## src/rtl/qr_fixed_pkg.sv

```systemverilog
// Shared fixed-point constants and FSM encoding for the QR datapath blocks.
// S1.14 operands/results and the sequential-unit state encoding live here.
package qr_fixed_pkg;

  localparam int QR_DATA_W = 16;
  localparam int QR_FRAC_W = 14;

  localparam logic signed [QR_DATA_W-1:0] QR_S114_MAX = 16'sh7FFF;
  localparam logic signed [QR_DATA_W-1:0] QR_S114_MIN = 16'sh8000;

  typedef enum logic [1:0] {
    ST_IDLE = 2'd0,
    ST_RUN  = 2'd1,
    ST_FIN  = 2'd2
  } qr_state_t;

endpackage

```

## src/rtl/fixed_round_sat.sv

```systemverilog
// Rounds a wide signed accumulator back to DATA_W bits (half toward +inf)
// and clamps it to the signed DATA_W range, flagging any clamping.
module fixed_round_sat #(
  parameter int DATA_W = 16,
  parameter int FRAC_W = 14,
  parameter int ACC_W  = 2*DATA_W+2
) (
  input  logic signed [ACC_W-1:0]  acc,
  output logic        [DATA_W-1:0] result,
  output logic                     sat
);

  localparam logic signed [ACC_W-1:0] RND_HALF =
    {{(ACC_W-FRAC_W){1'b0}}, 1'b1, {(FRAC_W-1){1'b0}}};
  localparam logic signed [ACC_W-1:0] RES_MAX =
    {{(ACC_W-DATA_W+1){1'b0}}, {(DATA_W-1){1'b1}}};
  localparam logic signed [ACC_W-1:0] RES_MIN =
    {{(ACC_W-DATA_W+1){1'b1}}, {(DATA_W-1){1'b0}}};

  logic signed [ACC_W-1:0] sum_s;
  logic signed [ACC_W-1:0] shr_s;

  // Round by adding half an LSB then arithmetic shift; clamp to the output range.
  always_comb begin
    sum_s  = acc + RND_HALF;
    shr_s  = sum_s >>> FRAC_W;
    result = shr_s[DATA_W-1:0];
    sat    = 1'b0;
    if (shr_s > RES_MAX) begin
      result = RES_MAX[DATA_W-1:0];
      sat    = 1'b1;
    end else if (shr_s < RES_MIN) begin
      result = RES_MIN[DATA_W-1:0];
      sat    = 1'b1;
    end else begin
      result = shr_s[DATA_W-1:0];
      sat    = 1'b0;
    end
  end

endmodule

```

## src/rtl/fixed_mult.sv

```systemverilog
// Sequential S1.14 x 2.14 multiplier: radix-4 shift-add over DATA_W/2 cycles,
// then one round/saturate cycle; start/valid handshake with global enable.
module fixed_mult #(
  parameter int DATA_W = 16,
  parameter int FRAC_W = 14,
  parameter int ACC_W  = 2*DATA_W+2
) (
  input  logic              i_clk,
  input  logic              i_rst,
  input  logic              i_en,
  input  logic              i_start,
  input  logic [DATA_W-1:0] i_a,
  input  logic [DATA_W-1:0] i_b,
  output logic              o_busy,
  output logic              o_valid,
  output logic [DATA_W-1:0] o_result,
  output logic              o_sat
);

  import qr_fixed_pkg::*;

  localparam int CNT_W = $clog2(DATA_W/2);
  localparam logic [CNT_W-1:0] CNT_LAST = CNT_W'(DATA_W/2-1);

  qr_state_t                state_r, state_s;
  logic [CNT_W-1:0]         cnt_r, cnt_s;
  logic signed [ACC_W-1:0]  acc_r, acc_s;
  logic [DATA_W-1:0]        a_r, a_s;
  logic [DATA_W-1:0]        b_r, b_s;
  logic                     busy_r, busy_s;
  logic                     valid_r, valid_s;
  logic [DATA_W-1:0]        result_r, result_s;
  logic                     sat_r, sat_s;

  logic [1:0]               digit_s;
  logic signed [ACC_W-1:0]  a_ext_s;
  logic signed [ACC_W-1:0]  mult_s;
  logic signed [ACC_W-1:0]  pp_s;
  logic [DATA_W-1:0]        rs_result_s;
  logic                     rs_sat_s;

  fixed_round_sat #(
    .DATA_W (DATA_W),
    .FRAC_W (FRAC_W),
    .ACC_W  (ACC_W)
  ) u_round_sat (
    .acc    (acc_r),
    .result (rs_result_s),
    .sat    (rs_sat_s)
  );

  // Current radix-4 partial product: a * digit, aligned to the digit position.
  always_comb begin
    digit_s = b_r[{cnt_r, 1'b0} +: 2];
    a_ext_s = {{(ACC_W-DATA_W){a_r[DATA_W-1]}}, a_r};
    case (digit_s)
      2'd0:    mult_s = '0;
      2'd1:    mult_s = a_ext_s;
      2'd2:    mult_s = a_ext_s <<< 1;
      2'd3:    mult_s = a_ext_s + (a_ext_s <<< 1);
      default: mult_s = '0;
    endcase
    pp_s = mult_s <<< {cnt_r, 1'b0};
  end

  // Next-state and next-output logic for IDLE -> RUN -> FIN.
  always_comb begin
    state_s  = state_r;
    cnt_s    = cnt_r;
    acc_s    = acc_r;
    a_s      = a_r;
    b_s      = b_r;
    valid_s  = 1'b0;
    result_s = result_r;
    sat_s    = sat_r;
    case (state_r)
      ST_IDLE: begin
        if (i_start) begin
          a_s     = i_a;
          b_s     = i_b;
          acc_s   = '0;
          cnt_s   = '0;
          state_s = ST_RUN;
        end else begin
          state_s = ST_IDLE;
        end
      end
      ST_RUN: begin
        acc_s = acc_r + pp_s;
        cnt_s = cnt_r + 1'b1;
        if (cnt_r == CNT_LAST) begin
          state_s = ST_FIN;
        end else begin
          state_s = ST_RUN;
        end
      end
      ST_FIN: begin
        result_s = rs_result_s;
        sat_s    = rs_sat_s;
        valid_s  = 1'b1;
        state_s  = ST_IDLE;
      end
      default: begin
        state_s = ST_IDLE;
      end
    endcase
    busy_s = (state_s != ST_IDLE);
  end

  // State and output registers; everything freezes while i_en is low.
  always_ff @(posedge i_clk or posedge i_rst) begin
    if (i_rst) begin
      state_r  <= ST_IDLE;
      cnt_r    <= '0;
      acc_r    <= '0;
      a_r      <= '0;
      b_r      <= '0;
      busy_r   <= 1'b0;
      valid_r  <= 1'b0;
      result_r <= '0;
      sat_r    <= 1'b0;
    end else if (i_en) begin
      state_r  <= state_s;
      cnt_r    <= cnt_s;
      acc_r    <= acc_s;
      a_r      <= a_s;
      b_r      <= b_s;
      busy_r   <= busy_s;
      valid_r  <= valid_s;
      result_r <= result_s;
      sat_r    <= sat_s;
    end
  end

  assign o_busy   = busy_r;
  assign o_valid  = valid_r;
  assign o_result = result_r;
  assign o_sat    = sat_r;

endmodule

```

## config.mk

```make
export PLATFORM = sky130hd
export DESIGN_NAME = fixed_mult
export DESIGN_NICKNAME = d
export VERILOG_FILES = /design/src/rtl/qr_fixed_pkg.sv /design/src/rtl/fixed_round_sat.sv /design/src/rtl/fixed_mult.sv
export SDC_FILE = /design/constraint.sdc
export NUM_CORES = 1
export LEC_CHECK = 0
export CAP_MARGIN = 20
export CORE_MARGIN = 3
export CORE_UTILIZATION = 65
export CTS_CLUSTER_DIAMETER = 50
export DETAILED_ROUTE_END_ITERATION = 16
export PLACE_DENSITY = 0.95
export SLEW_MARGIN = 10
export SYNTH_ARGS = -nofsm -noshare
export SYNTH_HDL_FRONTEND = slang
export SYNTH_SLANG_ARGS = --single-unit
```

## constraint.sdc

```tcl
create_clock -name i_clk -period 16.28 [get_ports i_clk]
set_clock_uncertainty 0.2 [all_clocks]
set_input_delay 4.884 -clock i_clk [delete_from_list [all_inputs] [get_ports i_clk]]
set_output_delay 4.884 -clock i_clk [all_outputs]
set_load 0.02 [all_outputs]
```

---- After elaboration in Yosys (flattened, before gate mapping) ----
Cells that the tools add are included.
word-level totals
  register bits after elaboration ......... 90
  bits in writable memories ............... 0
  memories ................................ 0
  bits in read-only memories .............. 0
  word-level logic and storage cells ...... 44
  output and inout port bits .............. 19
  input port bits ......................... 36
  latch bits .............................. 0
operators by class
  shift-type cells ........................ 2
  $lt $le $gt $ge ......................... 2
  bitwise logic cells ..................... 0
  eq/ne operators ......................... 7
  reductions and logical operators ........ 7
  multiplexer cells ....................... 13
  $add $sub $neg .......................... 4
  divide/modulo/power cells ............... 0
  multiply operators ...................... 0
operators with widths
  kind                                                                               number
  34-bit one-hot mux with 4 select lines                                             1
  34-bit one-hot mux with 2 select lines                                             1
  34-bit by 15-bit adder with 34-bit output, second input constant                   1
  34-bit adder                                                                       1
  34-bit two-way mux                                                                 1
  34-bit by 4-bit <<< shifter with 34-bit output                                     1
  16-bit two-way mux                                                                 2
  20-bit by 16-bit greater-than comparator with 1-bit output, second input constant  1
  20-bit by 16-bit less-than comparator with 1-bit output, second input constant     1
  16-bit by 17-bit adder with 18-bit output                                          1
  16-bit by 5-bit indexed part select with 2-bit output                              1
  2-bit equality test, second input constant                                         3
  3-bit one-hot mux with 2 select lines                                              1
  3-bit AND reduction                                                                2
  2-bit by 1-bit equality test with 1-bit output, second input constant              2
  2-bit logical NOT                                                                  2
  1-bit two-way mux                                                                  4
  2-bit one-hot mux with 2 select lines                                              1
  2-bit nonzero test                                                                 2
  3-bit by 1-bit adder with 3-bit output, second input constant                      1
  3-bit equality test, second input constant                                         1
  3-bit two-way mux                                                                  1
  2-bit two-way mux                                                                  1
  2-bit != test, second input constant                                               1
  2-bit AND reduction                                                                1

---- Logic depth before layout (Yosys ltp) ----
Gate-level depths: netlist (run 1).
  depth after elaboration ................. 6
  gate-level depth with buffers ........... 22

---- Hierarchy ----
From an unflattened synthesis (run 1), not the netlist that was laid out.
second synthesis, totals
  cells, all modules ...................... 868
  area total of the unflattened synthesis .. 7741.2 sq um
modules (own cells, without submodules)
  module           seq. area each (sq um)  times used  cells each  area each (sq um)
  fixed_mult       2252.2                  1           787         7165.6
  fixed_round_sat  0.0                     1           81          575.6

---- Worst setup path after synthesis (run 1) ----
No wires, ideal clock.
  path type ............................... input -> register
  start point ............................. input port i_en
  end point ............................... register a_r[0]
  stages on the path ...................... 5
  arrival ................................. 6.232 ns
  buffers on the path ..................... 2
  path slack .............................. 9.723 ns
  required time ........................... 15.955 ns
  cell sequence ........................... nor2b_1 and3b_1 clkbuf_1 buf_1 mux2_2
on the way
  cells in the longest elaborated chain, start to end .. 1
ends and longest elaborated chain
  item                           RTL line           text
  from (decl)                    fixed_mult.sv:10   input logic i_en,
  3-bit AND reduction (no line)  --
  to (signal assigned)           fixed_mult.sv:126  a_r <= a_s;
  to (decl)                      fixed_mult.sv:28   logic [DATA_W-1:0] a_r, a_s;
No other way between the ends.
A chain may end at the register's enable or synchronous reset.

---- Final worst setup path (run 1) ----
  start point ............................. input port i_en
  end point ............................... register acc_r[30]
on the way
  cells in the longest elaborated chain, start to end .. 1
ends and longest elaborated chain
  item                           RTL line           text
  3-bit AND reduction (no line)  --
  to (signal assigned)           fixed_mult.sv:125  acc_r <= acc_s;
  to (decl)                      fixed_mult.sv:27   logic signed [ACC_W-1:0] acc_r, acc_s;
No other way between the ends.

==> flow_metrics.env, run 1 <==
export IMPL_run_status="complete, no violations"
export IMPL_rsz0062_at_grt="no"
export IMPL_htreeDepth=3
export IMPL_synthFlopType="dfrtp_1"
export IMPL_gr_total_overflow=0
export IMPL_grt_pass1_wl_um=29700
export IMPL_slew_headroom_pct=29.3
export IMPL_endpoint="acc_r[30]"
export IMPL_critical_path_class="in2reg"
export IMPL_clk_path_buf_depth=2
export IMPL_cp_max_fo=17
export IMPL_syn_to_final_growth_pct=12.6
export IMPL_wl_um=17600
export IMPL_finalCritPeriodShare_pct=41.7
export IMPL_crit_start="i_en"
export IMPL_synth_async_sr_flop_share_pct=100
export IMPL_layout_nets=946
export IMPL_fin_setup_tns_ps=0
export IMPL_cp_start_kind="input port"
export IMPL_drcViolationCount=0
export IMPL_post_drt_wl_per_cell_um=17.6
export IMPL_syn_avg_cell_area_um2=8.95
export IMPL_ys_warn_count=0
export IMPL_met3_usage_pct=4.47
export IMPL_reg2reg_to="acc_r[33]"
export IMPL_busiest_layer="met2"
export IMPL_tightestPinTransition_ps=1060
export IMPL_clk_latency_ps=350
export IMPL_die_h_um=112
export IMPL_syn_cell_area_um2=7350
export IMPL_cp_required_ps=16370
export IMPL_drt_iter0_markers=632
export IMPL_met1_usage_pct=33.9
export IMPL_cap_violations=0
export IMPL_place_gp_congestion=0.949
export IMPL_synth_edf_count=0
export IMPL_synth_cells=821
export IMPL_reg2reg_depth=18
export IMPL_vias=6565
export IMPL_arrival_ps=6880
export IMPL_io_pins=55
export IMPL_grt_pass1_vias=6407
export IMPL_cts_resized_gates=0
export IMPL_hold_violations=0
export IMPL_post_cts_setup_buffers=0
export IMPL_avgViaCountPerCell=6.56
export IMPL_cp_end_kind="flip-flop"
export IMPL_track_usage_pct=28.3
export IMPL_cts_tree="yes"
export IMPL_root_buffer="clkbuf_16"
export IMPL_firstDrtPassIters=5
export IMPL_clk_pin_slew_ps=60
export IMPL_fmax_mhz=147
export IMPL_fillerInstances=735
export IMPL_ys_seq_area_share_pct=30.6
export IMPL_postCtsHoldBufs=0
export IMPL_maxSlewViolCount=0
export IMPL_io_buffer_count=54
export IMPL_antenna_found_initial=0
export IMPL_dpl_hpwl_um=12700
export IMPL_yosysUniqueCellTypes=80
export IMPL_fp_dieArea_um2=12600
export IMPL_drive_above_1_share_pct=12.1
export IMPL_diodes=0
export IMPL_numCtsBuffers=9
export IMPL_grt_max_degree=50
export IMPL_postRouteAntennaNets=0
export IMPL_r2r_start="cnt_r[0]"
export IMPL_pre_cts_ws_ps=9200
export IMPL_ys_seq_elements=90
export IMPL_synth_nets=910
export IMPL_ff2ff_setup_slack_ps=9870
export IMPL_use_met2_pct=50.7
export IMPL_core_area_um2=10900
export IMPL_rows=38
export IMPL_setup_violations=0
export IMPL_die_w_um=112
export IMPL_min_path_type="reg2reg"
export IMPL_post_route_min_period_ps=6790
export IMPL_clock_sinks=90
export IMPL_initial_core_util_pct=67.2
export IMPL_setup_slack_ps=9490
==> worst max-delay path, stage by stage <==
cell and delay (ps):
clkdlybuf4s50_1 550, nor2b_1 270, and2_1 570, nand3_1 170, or3_1 340, nand3_1 80
==> synth_stat cells, types with 4 or more instances <==
cell / number / area, um2
ha_1: 51 / 638
a21o_1: 28 / 210
a22o_1: 10 / 87.6
nand3_1: 20 / 100
a21boi_0: 4 / 30.0
o211ai_1: 5 / 37.5
inv_2: 4 / 15.0
buf_2: 5 / 25.0
nand4_1: 11 / 68.8
xnor2_1: 18 / 158
nor2b_1: 7 / 43.8
mux2_2: 51 / 574
nand2_1: 79 / 297
o2111ai_1: 4 / 35.0
and2_1: 6 / 37.5
a22oi_1: 5 / 37.5
clkbuf_1: 28 / 105
o31ai_1: 7 / 52.6
or3_1: 9 / 56.3
mux4_2: 6 / 135
inv_1: 19 / 71.3
dfrtp_1: 90 / 2250
nor3_1: 20 / 100
o21ai_0: 78 / 390
mux2i_1: 17 / 170
xor2_1: 24 / 210
a211o_1: 5 / 43.8
o21a_1: 8 / 60.1
a32o_1: 5 / 50.1
a211oi_1: 10 / 75.1
and3_1: 12 / 75.1
a31oi_1: 5 / 31.3
nand2b_1: 12 / 75.1
nor2_1: 50 / 188
a21oi_1: 47 / 235
==> through the flow <==
| stage | hold WS [ps] | util, % | instances | cell area, um2 |
|---|---|---|---|---|
| finish | 283 | 75.7 | 1001 | 8280 |
| floorplan | 255 | - | 821 | 7350 |
| global placement | 265 | 73.0 | 986 | 7980 |
| global route | 324 | 75.7 | 1001 | 8280 |
| detailed placement | 274 | 73.0 | 986 | 7980 |
| CTS | 288 | 75.7 | 1001 | 8280 |
==> flip-flops by register name (all words and copies together), names as in the netlist <==
signal    flops
o_result     16
a_r          16
o_valid       1
acc_r        34
b_r          16
o_busy        1
cnt_r         3
o_sat         1
state_r       2
==> worst min path at each step <==
stage                 from          end  depth (start not counted)  slack (ps)
2_1_floorplan     acc_r[4]     acc_r[4]                          2         260
3_3_place_gp   o_result[0]  o_result[0]                          2         270
3_5_place_dp   o_result[0]  o_result[0]                          2         270
4_1_cts        o_result[0]  o_result[0]                          2         290
5_1_grt           acc_r[4]     acc_r[4]                          2         320
6_report       o_result[0]  o_result[0]                          2         280
==> logic make-up (layout without fill, tap and decap cells) <==
| logic type | Yosys count | in the layout | share of synthesized area [%] |
|---|---|---|---|
| compound gates | 258 | 258 | 23.5 |
| xor+xnor | 42 | 42 | 5.00 |
| fa+ha+maj | 53 | 53 | 9.23 |
| buf+inv | 59 | 99 | 3.20 |
| flops | 90 | 90 | 30.6 |
| mux | 76 | 76 | 12.5 |
| simple gates | 243 | 243 | 16.0 |
==> cells in the final DEF (no fill, tap or decap), types with 24 or more instances in the layout <==
master	instances
nand2_1	79
clkdlybuf4s50_1	54
xor2_1	24
a21oi_1	47
a21o_1	28
dfrtp_1	90
mux2_2	51
ha_1	51
nor2_1	50
o21ai_0	77
==> per-layer routing <==
metal / vias to the layer above / wire length (um)
li1: 3137 / -
met2: 260 / 9020
met3: 45 / 1130
met4: 0 / 448
met5: - / 0
met1: 3123 / 7010
==> layout make-up <==
class | count | area, um2 | share of cell area (%)
clock buffer | 10 | 239 | 2.89
clock inverter | 5 | 62.6 | 0.756
inverter | 23 | 87.6 | 1.06
multi-input combinational | 672 | 4870 | 58.8
sequential | 90 | 2250 | 27.2
tap | 140 | 175 | 2.12
timing repair buffer | 61 | 593 | 7.16
Power of run 1 is left out: the tool's default activity adds up to more than one toggle a clock period on the data nets, which glitch-free logic cannot reach.
==> inputs of run 2 (changes only) <==
CORE_UTILIZATION = 60   (was 65)
PLACE_DENSITY = 0.92   (was 0.95)
clock period = 6.7 ns   (was 16.28 ns; I/O delays follow)
==> flow_metrics.env, run 2 (synthesis results as in run 1) <==
export IMPL_worst_hold_slack_ps=289
export IMPL_clk_pin_slew_ps=70
export IMPL_max_stage_delay_ps=430
export IMPL_io_pins=55
export IMPL_cts_tree="yes"
export IMPL_core_area_um2=11700
export IMPL_min_path_type="reg2reg"
export IMPL_post_route_min_period_ps=5840
export IMPL_antenna_found_initial=0
export IMPL_mostFrequentLayoutCells="dfrtp_1 (90), nand2_1 (79), o21ai_0 (77), clkdlybuf4s50_1 (54)"
export IMPL_rsz0062_at_grt="no"
export IMPL_fmax_mhz=171
export IMPL_cts_resized_gates=0
export IMPL_tightestPinTransition_ps=952
export IMPL_diodes=0
export IMPL_die_w_um=117
export IMPL_maxSlewViolCount=0
export IMPL_cp_start_kind="flip-flop"
export IMPL_syn_to_final_growth_pct=12.6
export IMPL_grt_pass1_wl_um=30300
export IMPL_fin_setup_tns_ps=0
export IMPL_path_buf_inv=1
export IMPL_postRouteAntennaNets=0
export IMPL_layout_nets=948
export IMPL_critical_path_class="reg2reg"
export IMPL_cp_end_kind="flip-flop"
export IMPL_cp_required_ps=6740
export IMPL_firstDrtPassIters=5
export IMPL_slew_headroom_pct=36.3
export IMPL_io_buffer_count=54
export IMPL_grt_pass1_vias=6504
export IMPL_cp_max_fo=6
export IMPL_crit_path_cell_trace="ha_1 -> inv_1 -> fa_1 -> nor2b_4 -> o2111a_1 -> or3_4 -> a41oi_2 -> mux2i_1 -> a32oi_1 -> mux2i_1 -> a211oi_1 -> nor2_1 -> ha_1 -> and3_1 -> a221o_1 -> a21oi_1 -> a31oi_1 -> a211o_1 -> a31o_2 -> a2111oi_1 -> a211o_1 -> nand3_1"
export IMPL_arrival_ps=5880
export IMPL_critPathTopFamily="compound AO/OA/AOI/OAI gates"
export IMPL_numCtsBuffers=9
export IMPL_setup_violations=0
export IMPL_drcViolationCount=0
export IMPL_postCtsHoldBufs=0
export IMPL_clock_sinks=90
export IMPL_post_drt_wl_per_cell_um=17.6
export IMPL_initial_core_util_pct=62.8
export IMPL_dpl_cell_area_um2=8000
export IMPL_layout_commonest_cell="dfrtp_1"
export IMPL_clk_latency_ps=360
export IMPL_cpMaxStageDelayCell="dfrtp_1"
export IMPL_run_status="complete, no violations"
export IMPL_hold_violations=0
export IMPL_drive_above_1_share_pct=12.3
export IMPL_multi_input_area_um2=4870
export IMPL_die_h_um=117
export IMPL_final_core_util_pct=70.7
export IMPL_wl_um=17700
export IMPL_clk_path_buf_depth=2
export IMPL_fp_dieArea_um2=13600
export IMPL_post_cts_setup_buffers=0
export IMPL_dpl_hpwl_um=12900
export IMPL_avgViaCountPerCell=6.54
export IMPL_finalCritPeriodShare_pct=87.1
export IMPL_track_usage_pct=27.4
export IMPL_grt_max_degree=47
export IMPL_regArea_um2=2250
export IMPL_largest_reg_flops=34
export IMPL_drt_iter0_markers=609
export IMPL_place_gp_congestion=0.971
export IMPL_top_register="acc_r"
export IMPL_fillerInstances=871
export IMPL_finalInstanceArea_um2=8280
export IMPL_cap_violations=0
export IMPL_rows=39
export IMPL_vias=6586
export IMPL_root_buffer="clkbuf_16"
export IMPL_gr_total_overflow=0
export IMPL_htreeDepth=3
## run 2: metal layers
metal | part of all wire [%] | vias up | track usage, % | wire length, um
met5 | 0 | - | 0 | 0
met4 | 2.3 | 0 | 9.86 | 399
met3 | 6.3 | 41 | 5.13 | 1120
met2 | 48 | 253 | 45.5 | 8490
met1 | 43 | 3156 | 35.9 | 7670
li1 | - | 3136 | - | -
## run 2: through the flow
stage,cells,setup WS [ps]
after floorplan,821,1410
after global placement,991,1090
after detailed placement,991,933
after CTS,1007,888
after global routing,1007,465
final,1007,865
## run 2: final timing paths
kind / slack (ps) / startpoint / end / depth (start not counted)
worst max-delay path: 860 / a_r[0] / acc_r[33] / 22
worst min-delay path: 290 / o_result[0] / o_result[0] / 2
worst max register to register: 860 / a_r[0] / acc_r[33] / 22
worst min register to register: 290 / o_result[0] / o_result[0] / 2
max in group asynchronous: 3320 / i_rst / acc_r[13] / 3
min in group asynchronous: 1890 / i_rst / a_r[14] / 2
## run 2: worst register-to-register path: stages, from the launching register on
cell       delay, ps
dfrtp_1          430
ha_1             250
inv_1             80
fa_1             240
nor2b_4           70
o2111a_1         270
or3_4            400
a41oi_2          270
mux2i_1          110
a32oi_1          320
mux2i_1          210
a211oi_1         270
nor2_1            80
ha_1             330
and3_1           230
a221o_1          320
a21oi_1          190
a31oi_1          170
a211o_1          340
a31o_2           300
a2111oi_1        430
a211o_1          160
nand3_1           60
## run 2: final cells by class
cell class / instances / area share [%]
Clock buffer: 10 / 2.77
Tap cell: 143 / 2.16
Multi-Input combinational cell: 672 / 58.9
Clock inverter: 6 / 0.590
Sequential cell: 90 / 27.2
Timing Repair Buffer: 63 / 7.35
Inverter: 23 / 1.06
Power of run 2 is left out for the same reason.
